===== src/rtl/regfile_writeback.sv =====
// Write-back arbiter merging ALU and memory results into one register-bank write port.
// Optional forwarding lookups are compiled in with `define REGFILE_WRITEBACK_FORWARD_EN.
module regfile_writeback #(
    parameter int REGISTER_SIZE = 32,
    parameter int ADDRESS_SIZE  = 5
) (
    input  logic                     clk,
    input  logic                     reset,
    input  logic                     alu_valid,
    output logic                     alu_ready,
    input  logic [ADDRESS_SIZE-1:0]  alu_addr,
    input  logic [REGISTER_SIZE-1:0] alu_data,
    input  logic                     mem_valid,
    output logic                     mem_ready,
    input  logic [ADDRESS_SIZE-1:0]  mem_addr,
    input  logic [REGISTER_SIZE-1:0] mem_data,
    output logic                     wb_write,
    output logic [ADDRESS_SIZE-1:0]  wb_addr,
    output logic [REGISTER_SIZE-1:0] wb_data,
    input  logic [ADDRESS_SIZE-1:0]  fwd_addr1,
    input  logic [ADDRESS_SIZE-1:0]  fwd_addr2,
    output logic                     fwd_hit1,
    output logic                     fwd_hit2,
    output logic [REGISTER_SIZE-1:0] fwd_data1,
    output logic [REGISTER_SIZE-1:0] fwd_data2
);

    typedef enum logic {PRIO_MEM = 1'b0, PRIO_ALU = 1'b1} prio_e;

    logic                     alu_v_q, alu_v_d;
    logic [ADDRESS_SIZE-1:0]  alu_addr_q, alu_addr_d;
    logic [REGISTER_SIZE-1:0] alu_data_q, alu_data_d;
    logic                     mem_v_q, mem_v_d;
    logic [ADDRESS_SIZE-1:0]  mem_addr_q, mem_addr_d;
    logic [REGISTER_SIZE-1:0] mem_data_q, mem_data_d;
    prio_e                    prio_q, prio_d;
    logic                     wb_write_q, wb_write_d;
    logic [ADDRESS_SIZE-1:0]  wb_addr_q, wb_addr_d;
    logic [REGISTER_SIZE-1:0] wb_data_q, wb_data_d;

    logic grant_alu, grant_mem, alu_accept, mem_accept;

    always_comb begin
        grant_mem  = mem_v_q & (~alu_v_q | (prio_q == PRIO_MEM));
        grant_alu  = alu_v_q & (~mem_v_q | (prio_q == PRIO_ALU));
        alu_ready  = ~reset & (~alu_v_q | grant_alu);
        mem_ready  = ~reset & (~mem_v_q | grant_mem);
        alu_accept = alu_valid & alu_ready;
        mem_accept = mem_valid & mem_ready;
    end

    always_comb begin
        alu_v_d    = alu_v_q;
        alu_addr_d = alu_addr_q;
        alu_data_d = alu_data_q;
        mem_v_d    = mem_v_q;
        mem_addr_d = mem_addr_q;
        mem_data_d = mem_data_q;
        prio_d     = prio_q;
        wb_write_d = grant_alu | grant_mem;
        wb_addr_d  = wb_addr_q;
        wb_data_d  = wb_data_q;

        // A refill on the grant edge wins over the clear, keeping the buffer valid.
        if (alu_accept) begin
            alu_v_d    = 1'b1;
            alu_addr_d = alu_addr;
            alu_data_d = alu_data;
        end else if (grant_alu) begin
            alu_v_d = 1'b0;
        end

        if (mem_accept) begin
            mem_v_d    = 1'b1;
            mem_addr_d = mem_addr;
            mem_data_d = mem_data;
        end else if (grant_mem) begin
            mem_v_d = 1'b0;
        end

        if (grant_mem) begin
            wb_addr_d = mem_addr_q;
            wb_data_d = mem_data_q;
            if (alu_v_q) prio_d = PRIO_ALU;
        end else if (grant_alu) begin
            wb_addr_d = alu_addr_q;
            wb_data_d = alu_data_q;
            if (mem_v_q) prio_d = PRIO_MEM;
        end
    end

    always_ff @(posedge clk) begin
        if (reset) begin
            alu_v_q    <= 1'b0;
            alu_addr_q <= '0;
            alu_data_q <= '0;
            mem_v_q    <= 1'b0;
            mem_addr_q <= '0;
            mem_data_q <= '0;
            prio_q     <= PRIO_MEM;
            wb_write_q <= 1'b0;
            wb_addr_q  <= '0;
            wb_data_q  <= '0;
        end else begin
            alu_v_q    <= alu_v_d;
            alu_addr_q <= alu_addr_d;
            alu_data_q <= alu_data_d;
            mem_v_q    <= mem_v_d;
            mem_addr_q <= mem_addr_d;
            mem_data_q <= mem_data_d;
            prio_q     <= prio_d;
            wb_write_q <= wb_write_d;
            wb_addr_q  <= wb_addr_d;
            wb_data_q  <= wb_data_d;
        end
    end

    assign wb_write = wb_write_q;
    assign wb_addr  = wb_addr_q;
    assign wb_data  = wb_data_q;

`ifdef REGFILE_WRITEBACK_FORWARD_EN
    logic                     win_v, lose_v;
    logic [ADDRESS_SIZE-1:0]  win_addr, lose_addr;
    logic [REGISTER_SIZE-1:0] win_data, lose_data;

    always_comb begin
        win_v  = grant_alu | grant_mem;
        lose_v = alu_v_q & mem_v_q;
        if (grant_mem) begin
            win_addr  = mem_addr_q;
            win_data  = mem_data_q;
            lose_addr = alu_addr_q;
            lose_data = alu_data_q;
        end else begin
            win_addr  = alu_addr_q;
            win_data  = alu_data_q;
            lose_addr = mem_addr_q;
            lose_data = mem_data_q;
        end
    end

    // Youngest value wins: the losing buffer will be written after the granted one.
    function automatic logic [REGISTER_SIZE:0] fwd_lookup(input logic [ADDRESS_SIZE-1:0] a);
        fwd_lookup = '0;
        if (wb_write_q && wb_addr_q == a) fwd_lookup = {1'b1, wb_data_q};
        if (win_v && win_addr == a)       fwd_lookup = {1'b1, win_data};
        if (lose_v && lose_addr == a)     fwd_lookup = {1'b1, lose_data};
    endfunction

    always_comb {fwd_hit1, fwd_data1} = fwd_lookup(fwd_addr1);
    always_comb {fwd_hit2, fwd_data2} = fwd_lookup(fwd_addr2);
`else
    logic unused_fwd_addr;
    assign unused_fwd_addr = ^{fwd_addr1, fwd_addr2};
    assign fwd_hit1  = 1'b0;
    assign fwd_hit2  = 1'b0;
    assign fwd_data1 = '0;
    assign fwd_data2 = '0;
`endif

endmodule


===== config.mk =====
export PLATFORM = sky130hd
export DESIGN_NAME = regfile_writeback
export DESIGN_NICKNAME = d
export VERILOG_FILES = /design/src/rtl/regfile_writeback.sv
export SDC_FILE = /design/constraint.sdc
export NUM_CORES = 1
export LEC_CHECK = 0
export BUFFER_PORTS_ARGS = -buffer_cell sky130_fd_sc_hd__clkbuf_2
export CORE_MARGIN = 2
export CORE_UTILIZATION = 55
export CTS_BUF_LIST = sky130_fd_sc_hd__clkbuf_8
export CTS_CLUSTER_DIAMETER = 100
export CTS_CLUSTER_SIZE = 20
export DETAILED_ROUTE_END_ITERATION = 16
export HOLD_SLACK_MARGIN = 0.12
export PLACE_DENSITY_LB_ADDON = 0.12
export SLEW_MARGIN = 20
export SYNTH_ARGS = -nofsm -noshare
export SYNTH_HDL_FRONTEND = slang
export SYNTH_SLANG_ARGS = --single-unit
export TNS_END_PERCENT = 10

===== constraint.sdc =====
create_clock -name clk -period 2.5 [get_ports clk]
set_clock_uncertainty 0.1 [all_clocks]
set_input_delay 0.5 -clock clk [delete_from_list [all_inputs] [get_ports clk]]
set_output_delay 0.5 -clock clk [all_outputs]
set_load 0.05 [all_outputs]

# [After elaboration in Yosys (flattened, before gate mapping)]
# Index checks and enable logic that the tools add are counted.
[word_totals] regBits=115 latchBits=0 mem_bits_rw=0 rom_bits=0 input_bits=88 output_inout_bits=106 elab_cells=43 n_memories=0
[classes] add_sub_neg=0 mul=0 n_div=0 magnitude_cmp=0 n_eq_ne=1 n_shift=0 mux=12 bitwise=15 reduce_logical=5
[op_table] cell="32-bit two-way mux" count=2
[op_table] cell="5-bit two-way mux" count=2
[op_table] cell="1-bit two-way mux" count=8
[op_table] cell="2-bit nonzero test" count=4
[op_table] cell="1-bit AND" count=6
[op_table] cell="1-bit bitwise OR" count=5
[op_table] cell="1-bit inverter" count=4
[op_table] cell="3-bit AND reduction" count=1
[op_table] cell="2-bit != test, second input constant" count=1

# [Depth between registers and ports, before layout]
[depth] ltp_word=7 mapped_depth=6 mapped_depth_nobuf=3

# [Worst setup path after synthesis]
# OpenSTA, ideal clock, no wires.
[synth_path] path_type="input port to output port" start="input port reset" end="output port alu_ready" arrival_ns=1.693 required_time_ns=1.900 slack_ns=0.207 cell_stages=4 path_buffers=3 path_cell_list="clkbuf_2 -> buf_2 -> buf_2 -> nor2_1"
[synth_via] elab_chain_len=2
[synth_lines] item="start: declaration" line="8" source="input logic reset,"
[synth_lines] item="1-bit inverter" line="46" source="alu_ready = ~reset & (~alu_v_q | grant_alu);"
[synth_lines] item="1-bit AND" line="46"
[synth_lines] item="end: declaration" line="10" source="output logic alu_ready,"
# No other way between the ends.

# [Worst setup path after layout]
[layout_path] start="register alu_v_q" end="output port alu_ready"
[layout_via] elab_chain_len=3 word_cells_on_any_way=4 cone_classes="4 x bitwise"
[layout_lines] item="start: declaration" line="30" source="logic alu_v_q, alu_v_d;"
[layout_lines] item="start signal: assignment" line="105" source="alu_v_q <= alu_v_d;"
[layout_lines] item="1-bit AND or 1-bit inverter (tied branches)" line="45, 46"
[layout_lines] item="1-bit bitwise OR (*)" line="46"
[layout_lines] item="1-bit AND (*)" line="46"
# Every way passes the cells marked *; elsewhere a longest branch is shown, timed or not.

==> qor.txt <==
Die X: 102.6 um
RSZ-0062 raised after global routing: no
worst skew pair latency: 0.42 ns
Post-Synth Adder-Cell Area: 0%
placed instance area: 0.005789 mm2
family with the most delay on the worst path: flip-flops
antenna violations before repair: 0
slowest stage delay, CP: 0.77 ns
Placed Cells: 753
hold path startpoint: mem_addr[3]
ys async rst share: 0%
DRC Markers: 0
CTS root buffer: clkbuf_8
count of flip-flops with a built-in enable after synthesis: 0
post-CTS setup buffers: 0
reg2reg start: alu_v_q
nets: 731
vias per cell: 4.837
drt initial violations: 63
Global Route Usage Sum: 21.09%
Post-CTS Hold Buffers: 0
Min-Delay Endpoint: mem_addr_q[3]
clock slew at reported path FFs: 0.07 ns
WS Path Type: register to output port
diode count: 0
Synth Area in Simple Gates: 15.30%
fin crit share: 93.72%
Worst R2R Setup Slack: 0.50 ns
largest net degree at the start of global routing: 85
design area: 0.006176 mm2
TritonRoute pass-1 iters: 4
die area: 0.01053 mm2
Final Power: 4.651 mW
share of post-route cells with drive strength above 1: 29.42%
Worst-Margin Slew: 0.6999 ns
Reg2Reg Depth: 3
CTS tree: done
critical path, cell by cell: and3b_1 > nor2_1 > clkbuf_2
clock sink count: 115
min Tclk post-route: 2.343 ns
Power Density: 753.1 mW/mm2
final hold violations: 0
CP Launch Type: register
CP Buf/Inv Count: 1
Layout area overhead: 15.46%
worst hold stages: 2
Tightest Hold Check Type: input port to register
post-route insts no fill: 785
Seq cells post-synth: 115
worst path arrival time: 1.74 ns
CTS H-tree lvls: 4
DP HPWL: 7.468 mm
number of CTS-inserted buffers: 17
most frequent cells in the layout: clkbuf_2, dfxtp_1, nor2b_1, mux2_1, conb_1
Leak: 2.840 nW
Synth Area in Compound Gates: 12.37%
mux cell area share after synthesis: 16.14%
Final Util: 66.21%
first-pass GRT wire length: 17.17 mm
setup TNS: 0 ns
Die H: 102.6 um
gp weighted congestion: 0.7590
CP Data Required Time: 1.90 ns
Max Cap Viol: 0
initial core utilization: 57.34%
crit path capture type: output port
core area: 0.009328 mm2
largest family of logic cells by synthesized area: multiplexers
VDD IR max: 0.5710 mV
post-synthesis xor/xnor area fraction: 0%
reg2reg end: mem_data_q[16]
yosys warns: 0
num ports: 194
Via Count: 3797
Final setup viols: 0
slew margin rel.: 53.28%
f_max: 426.8 MHz
post-CTS sizing: 0
port buffer count: 117
Syn Area/Cell: 10.02 um2
Critical Path Fanout Max: 16
Synth Instances: 534
sequential cell area fraction in the yosys report: 43.04%
post-route ant nets: 0
most common cell after layout, fill and taps aside: clkbuf_2
status: finished clean
routed len/inst: 13.94 um
deepest clock path buffer count: 2
Slew Limit Fails: 0
vias in the first global route: 3749
Setup crit start: alu_v_q
row cnt: 35
Primary FF master, synth: dfxtp_1
fill cell count: 779
Slowest-stage cell, CP: dfxtp_1
Cell Area, Synth: 0.005349 mm2
Netlist cell types: 28
final global-route overflow total: 0
final WL: 10.94 mm
[synthesized netlist by cell type (2+ instances only)]
master | n | area (um2)
a2111oi_1 | 3 | 30.03
a211oi_1 | 2 | 15.01
a211oi_2 | 30 | 375.4
a21oi_1 | 33 | 165.2
buf_2 | 18 | 90.09
buf_4 | 70 | 525.5
buf_6 | 3 | 33.78
clkbuf_1 | 11 | 41.29
dfxtp_1 | 115 | 2302
mux2_1 | 74 | 833.3
mux2i_1 | 3 | 30.03
nand2_1 | 35 | 131.4
nand3b_1 | 2 | 15.01
nor2_1 | 46 | 172.7
nor2b_1 | 74 | 462.9
nor3_1 | 2 | 10.01
o221a_1 | 2 | 22.52
[report_power, final]
group | internal, mW | total [mW] | switching [mW]
registers | 1.98 | 2.06 | 0.0769
clock network | 0.903 | 1.65 | 0.747
logic | 0.274 | 0.943 | 0.670
total | 3.16 | 4.65 | 1.49
[logic make-up (layout without fill, tap and decap cells)]
logic type / count (synthesis) / count (layout)
other cells: 1 / 66
flops: 115 / 115
simple gates: 162 / 162
buf+inv: 104 / 161
mux: 77 / 77
compound gates: 75 / 75
[sequential cells by signal (all words and copies together) (netlist names)]
signal	cells
mem_data_q	32
mem_v_q	1
alu_v_q	1
wb_addr	5
wb_write	1
mem_addr_q	5
prio_q	1
alu_data_q	32
wb_data	32
alu_addr_q	5
[worst max-delay path by stage]
stage	end	slack [ns]	depth (start not counted)
2_1_floorplan	alu_ready	0.21	4
3_3_place_gp	mem_data_q[18]	0.53	3
3_5_place_dp	mem_data_q[16]	0.50	3
4_1_cts	alu_ready	0.14	3
5_1_grt	alu_ready	0.04	3
6_report	alu_ready	0.16	3
[final cells by class]
class / instances / area [um2] / share of cell area [%]
Multi-Input combinational cell: 380 / 2601 / 42.12
Sequential cell: 115 / 2302 / 37.28
Timing Repair Buffer: 128 / 720.7 / 11.67
Clock buffer: 18 / 247.7 / 4.011
Tap cell: 129 / 161.4 / 2.613
Clock inverter: 14 / 138.9 / 2.249
Inverter: 1 / 3.754 / 0.06078
[metal layers]
| metal | share of wire, % | wire length (um) | global-route usage [%] | up-vias |
|---|---|---|---|---|
| met5 | 0 | 0 | 0 | - |
| met4 | 1.1 | 123 | 8.410 | 0 |
| met3 | 7.5 | 826 | 7.186 | 16 |
| met2 | 50 | 5437 | 36.65 | 133 |
| met1 | 42 | 4555 | 23.78 | 1778 |
| li1 | - | - | - | 1870 |
[stage by stage]
stage	setup slack, ns	hold slack (ns)
final	0.1570	0.1818
after floorplan	0.2072	0.3324
after detailed placement	0.4976	0.3542
after global routing	0.04436	0.1584
after CTS	0.1358	0.1600
after global placement	0.5350	0.3491
Note: power is estimated with default switching activity, not from simulation.
